**src/rtl/scanline_irq_unit.sv**
```systemverilog
// Scanline IRQ unit: filters PPU A12 rising edges and runs an MMC3-style
// reloadable down-counter that raises a sticky interrupt request at zero.
module scanline_irq_unit #(
  parameter int unsigned A12_LOW_MIN = 3,
  parameter bit          OLD_STYLE   = 1'b0
) (
  input  logic       m2,
  input  logic       rst,
  input  logic       unit_en,
  input  logic       wr_stb,
  input  logic [2:0] wr_addr,
  input  logic [7:0] wr_data,
  input  logic       ppu_a12,
  output logic       irq_out,
  output logic [7:0] counter_dbg
);

  localparam logic [2:0] LOW_MIN = 3'(A12_LOW_MIN);

  logic       sync1_q, sync1_d;
  logic       sync2_q, sync2_d;
  logic [2:0] low_cnt_q, low_cnt_d;
  logic [7:0] latch_q, latch_d;
  logic [7:0] counter_q, counter_d;
  logic       reload_pending_q, reload_pending_d;
  logic       enabled_q, enabled_d;
  logic       irq_q, irq_d;

  logic       a12_s;
  logic       a12_rise;
  logic       wr_hit;
  logic       wr_latch, wr_reload, wr_disable, wr_enable;
  logic [7:0] rise_counter;
  logic       rise_reload;
  logic       irq_set;

  // Synchronize A12 and qualify its rising edges by how long it stayed low
  always_comb begin
    sync1_d  = ppu_a12;
    sync2_d  = sync1_q;
    a12_s    = sync2_q;
    a12_rise = a12_s && (low_cnt_q >= LOW_MIN);
    if (a12_s) begin
      low_cnt_d = 3'd0;
    end else if (low_cnt_q == 3'd7) begin
      low_cnt_d = 3'd7;
    end else begin
      low_cnt_d = low_cnt_q + 3'd1;
    end
  end

  // Register decode, counter update and IRQ logic; writes take priority over a12_rise
  always_comb begin
    wr_hit     = wr_stb && unit_en && wr_addr[2];
    wr_latch   = wr_hit && (wr_addr[1:0] == 2'b00);
    wr_reload  = wr_hit && (wr_addr[1:0] == 2'b01);
    wr_disable = wr_hit && (wr_addr[1:0] == 2'b10);
    wr_enable  = wr_hit && (wr_addr[1:0] == 2'b11);

    latch_d          = latch_q;
    counter_d        = counter_q;
    reload_pending_d = reload_pending_q;
    enabled_d        = enabled_q;
    irq_d            = irq_q;
    irq_set          = 1'b0;

    // A reload always uses the latch value from before any same-cycle write
    rise_reload  = (counter_q == 8'd0) || reload_pending_q;
    rise_counter = rise_reload ? latch_q : (counter_q - 8'd1);

    if (a12_rise) begin
      counter_d        = rise_counter;
      reload_pending_d = 1'b0;
      // The old variant only signals a count that decremented down to zero
      irq_set = (rise_counter == 8'd0) && enabled_q &&
                (!OLD_STYLE || !rise_reload);
    end

    if (wr_latch) begin
      latch_d = wr_data;
    end
    if (wr_reload) begin
      counter_d        = 8'd0;
      reload_pending_d = 1'b1;
      irq_set          = 1'b0;
    end
    if (wr_enable) begin
      enabled_d = 1'b1;
    end

    if (irq_set) begin
      irq_d = 1'b1;
    end
    if (wr_disable) begin
      enabled_d = 1'b0;
      irq_d     = 1'b0;
    end
    if (!unit_en) begin
      irq_d = 1'b0;
    end
  end

  // State registers with synchronous reset
  always_ff @(posedge m2) begin
    if (rst) begin
      sync1_q          <= 1'b0;
      sync2_q          <= 1'b0;
      low_cnt_q        <= 3'd0;
      latch_q          <= 8'd0;
      counter_q        <= 8'd0;
      reload_pending_q <= 1'b0;
      enabled_q        <= 1'b0;
      irq_q            <= 1'b0;
    end else begin
      sync1_q          <= sync1_d;
      sync2_q          <= sync2_d;
      low_cnt_q        <= low_cnt_d;
      latch_q          <= latch_d;
      counter_q        <= counter_d;
      reload_pending_q <= reload_pending_d;
      enabled_q        <= enabled_d;
      irq_q            <= irq_d;
    end
  end

  assign irq_out     = irq_q;
  assign counter_dbg = counter_q;

endmodule

```
**config.mk**
```make
export PLATFORM = sky130hd
export DESIGN_NAME = scanline_irq_unit
export DESIGN_NICKNAME = d
export VERILOG_FILES = /design/src/rtl/scanline_irq_unit.sv
export SDC_FILE = /design/constraint.sdc
export NUM_CORES = 1
export LEC_CHECK = 0
export ABC_CLOCK_PERIOD_IN_PS = 2300
export BUFFER_PORTS_ARGS = -buffer_cell sky130_fd_sc_hd__buf_2
export CAP_MARGIN = 40
export CORE_MARGIN = 3
export CORE_UTILIZATION = 35
export CTS_CLUSTER_DIAMETER = 60
export DETAILED_ROUTE_END_ITERATION = 8
export PLACE_DENSITY_LB_ADDON = 0.2
export REMOVE_ABC_BUFFERS = 1
export SYNTH_ARGS = -nofsm -noshare
export SYNTH_HDL_FRONTEND = slang
export SYNTH_SLANG_ARGS = --single-unit
```
**constraint.sdc**
```tcl
create_clock -name m2 -period 2.3 [get_ports m2]
set_clock_uncertainty 0.1 [all_clocks]
set_input_delay 0.345 -clock m2 [delete_from_list [all_inputs] [get_ports m2]]
set_output_delay 0.345 -clock m2 [all_outputs]
set_load 0.05 [all_outputs]
```
==> key figures <==
Global route
  • First-pass GRT wire length: 5126 um
  • Initial antenna violation count: 0
  • All-Layer GR Usage: 0.1493
  • Largest net degree at the start of global routing: 18
  • Global route total overflow: 0
  • Vias in the first global route: 1,118

Detailed routing
  • Initial DRC Count: 66
  • ANT nets after route: 0
  • Vias per cell: 5.252
  • DRC viols: 0
  • WL/cell: 13.44 um
  • Final wirelength: 2876 um
  • Vias: 1,124
  • 1st-pass router iterations: 4

Timing
  • Fin. max-slew vios: 0
  • Pin slew with the least headroom to its limit: 512.6 ps
  • Final Critical Period: 2064 ps
  • Fin. Hold Viols: 0
  • Headroom to the max-slew limit: 0.6572
  • Final worst slack: 236.2 ps
  • Part of the cycle the worst path needs: 0.8973
  • Setup TNS: 0 ps
  • Final setup vio count: 0
  • Max frequency: 484.6 MHz
  • RSZ-0062 raised after global routing: no

Synthesis
  • Post-Syn Instances: 147
  • Syn. warnings: 0
  • Seq cells post-synth: 24
  • Number of distinct library cells after synthesis: 42
  • Syn Area/Cell: 8.605 um2
  • Fraction of registers with async set/reset: 0
  • Seq/Total Area, Yosys: 0.3798
  • EDFF count, synth: 0
  • Post-Syn Area: 1265 um2
  • Synth Flop Type: dfxtp_1

Worst setup path
  • Critical path class: reg2reg
  • CP Max Fanout: 8
  • WP data required: 2430 ps
  • Endpoint class of the critical path: flip-flop
  • Worst reg2reg path depth: 7
  • Startpoint types: flip-flop
  • Critical path arrival: 2190 ps

Floorplan
  • Core area: 3416 um2
  • Rows: 21
  • # IOs: 25
  • Initial Utilization: 0.3703
  • Die Y: 66.12 um
  • Die X: 66.12 um
  • DIE AREA: 4372 um2

Cells and area
  • Area delta synth->final: 16.22%
  • ANT cells: 0
  • Layout cells sized above 1: 0.2024
  • Fill cell count: 367
  • Net count, final: 188

Clock network
  • CTS tree: built
  • CTS HTree Levels: 1
  • CTS buffer count: 3
  • Setup Fix Bufs, Post-CTS: 0
  • Post-CTS Hold Buffers: 0
  • Root Driver: clkbuf_4
  • Post-CTS sizing: 0
  • Clock buffer depth: 2
  • Worst-skew pair later-pin latency: 320 ps
  • # clock sinks: 24
  • Reg clk slew, reported paths: 140 ps

Power and ir drop
  • VDD IR max: 0.4080 mV
  • Pwr/cell area: 541.6 nW/um2
  • LEAKAGE: 0.5782 nW

Worst hold path
  • HP Class: in2reg
  • WHS Path Cells: 2

Placed design
  • Input/output buffers: 24
  • Routability cong.: 0.8588
  • DP HPWL: 2183 um
  • Pre-CTS setup slack: 263.5 ps

Run status
  • Status: complete, no violations

Flow run
  • Max cap viols: 0
==> path summary, 6_finish.rpt <==
kind | start | to | slack, ps
min reg2reg | sync1_q | a12_s | 350
min | ppu_a12 | sync1_q | 130
max | counter_dbg[1] | counter_dbg[3] | 240
max reg2reg | counter_dbg[1] | counter_dbg[3] | 240
==> cell families after synthesis <==
group | Yosys count | share of synthesized area
muxes | 11 | 0.08902
buffers and inverters | 12 | 0.03758
AOI/OAI and AO/OA | 33 | 0.1681
and+or+nand+nor | 60 | 0.2681
xor gates and xnor gates | 4 | 0.02770
adders and majority gates | 3 | 0.02968
DFF | 24 | 0.3798
==> stage by stage <==
stage          hold slack, ps  power (W)  instances  instance area [um2]  utilization
2_1_floorplan           313.8  0.0004671        139                 1232            -
3_3_place_gp            322.2  0.0004930        210                 1418       0.4150
3_5_place_dp            322.3  0.0004952        210                 1418       0.4150
4_1_cts                 118.6  0.0008108        214                 1470       0.4304
5_1_grt                 131.8  0.0008352        214                 1470       0.4304
6_report                132.9  0.0007962        214                 1470       0.4304
==> final cells by class <==
class	count	area, um2	area share
clock inverters	1	30.03	0.02043
flip-flops and latches	24	480.5	0.3268
clock buffers	3	22.52	0.01532
multi-input cells	111	737.0	0.5013
inverters	4	15.01	0.01021
well taps	46	57.56	0.03915
repair buffers	25	127.6	0.08681
==> critical path, cell delays in order, from the launching register on <==
cell	delay [ps]
dfxtp_1	480
inv_1	100
ha_1	210
nor4b_4	150
a21oi_2	330
mux2_1	370
a22oi_1	190
nor2_1	60
==> where the power goes <==
| group | switching [W] | internal, W | total (W) | leakage (nW) |
|---|---|---|---|---|
| clock | 0.000134 | 0.000176 | 0.000311 | 0.0279 |
| combinational | 0.0000299 | 0.0000251 | 0.0000550 | 0.356 |
| sequential | 0.00000640 | 0.000424 | 0.000431 | 0.194 |
| total | 0.000171 | 0.000626 | 0.000796 | 0.578 |
==> per-layer routing <==
layer / global-route usage / up-vias / part of all wire
li1: - / 580 / -
met1: 0.2023 / 517 / 0.49
met2: 0.2354 / 23 / 0.45
met3: 0.04252 / 4 / 0.045
met4: 0.03046 / 0 / 0.0097
met5: 0 / - / 0
==> cell usage in the layout, fill, tap and decap left out, drive strengths merged <==
cell type / n
a31oi: 1
mux2i: 9
and2b: 1
or3: 1
xor2: 2
a211oi: 1
nand4: 1
a211o: 1
nor2: 17
or4: 1
nand2: 11
o21ai: 6
nor4b: 2
a21oi: 12
or2: 1
nor2b: 2
nor3: 8
buf: 25
clkbuf: 3
xnor2: 2
a2bb2oi: 1
bufinv: 1
nand4b: 1
dfxtp: 24
a21o: 3
o2111ai: 2
o211ai: 2
nand3: 2
a31o: 1
o41ai: 1
and2: 2
ha: 3
nor3b: 3
inv: 4
nor4: 6
nand3b: 1
a22oi: 2
mux2: 2
==> synth_stat cells (2+ instances only) <==
master / number / area [um2]
a21o_1: 3 / 22.52
buf_2: 2 / 10.01
ha_1: 3 / 37.54
inv_1: 4 / 15.01
nor3_1: 6 / 30.03
nor4_1: 6 / 37.54
xor2_1: 2 / 17.52
o211ai_1: 2 / 15.01
nor2_1: 17 / 63.81
o2111ai_1: 2 / 17.52
xnor2_1: 2 / 17.52
mux2i_1: 9 / 90.09
o21ai_0: 3 / 15.01
mux2_1: 2 / 22.52
a21oi_1: 11 / 55.05
dfxtp_1: 24 / 480.5
o21ai_1: 3 / 15.01
nand2_1: 11 / 41.29
a22oi_1: 2 / 15.01
nor2b_1: 2 / 12.51
and2_1: 2 / 12.51
nor3b_1: 3 / 22.52
nand3_1: 2 / 10.01
clkbuf_1: 6 / 22.52
==> flip-flops by register name (all words and copies together) (netlist names) <==
| signal | cells |
|---|---|
| low_cnt_q | 3 |
| reload_pending_q | 1 |
| irq_out | 1 |
| sync1_q | 1 |
| enabled_q | 1 |
| counter_dbg | 8 |
| latch_q | 8 |
| a12_s | 1 |
Note: power is estimated with default switching activity, not from simulation.
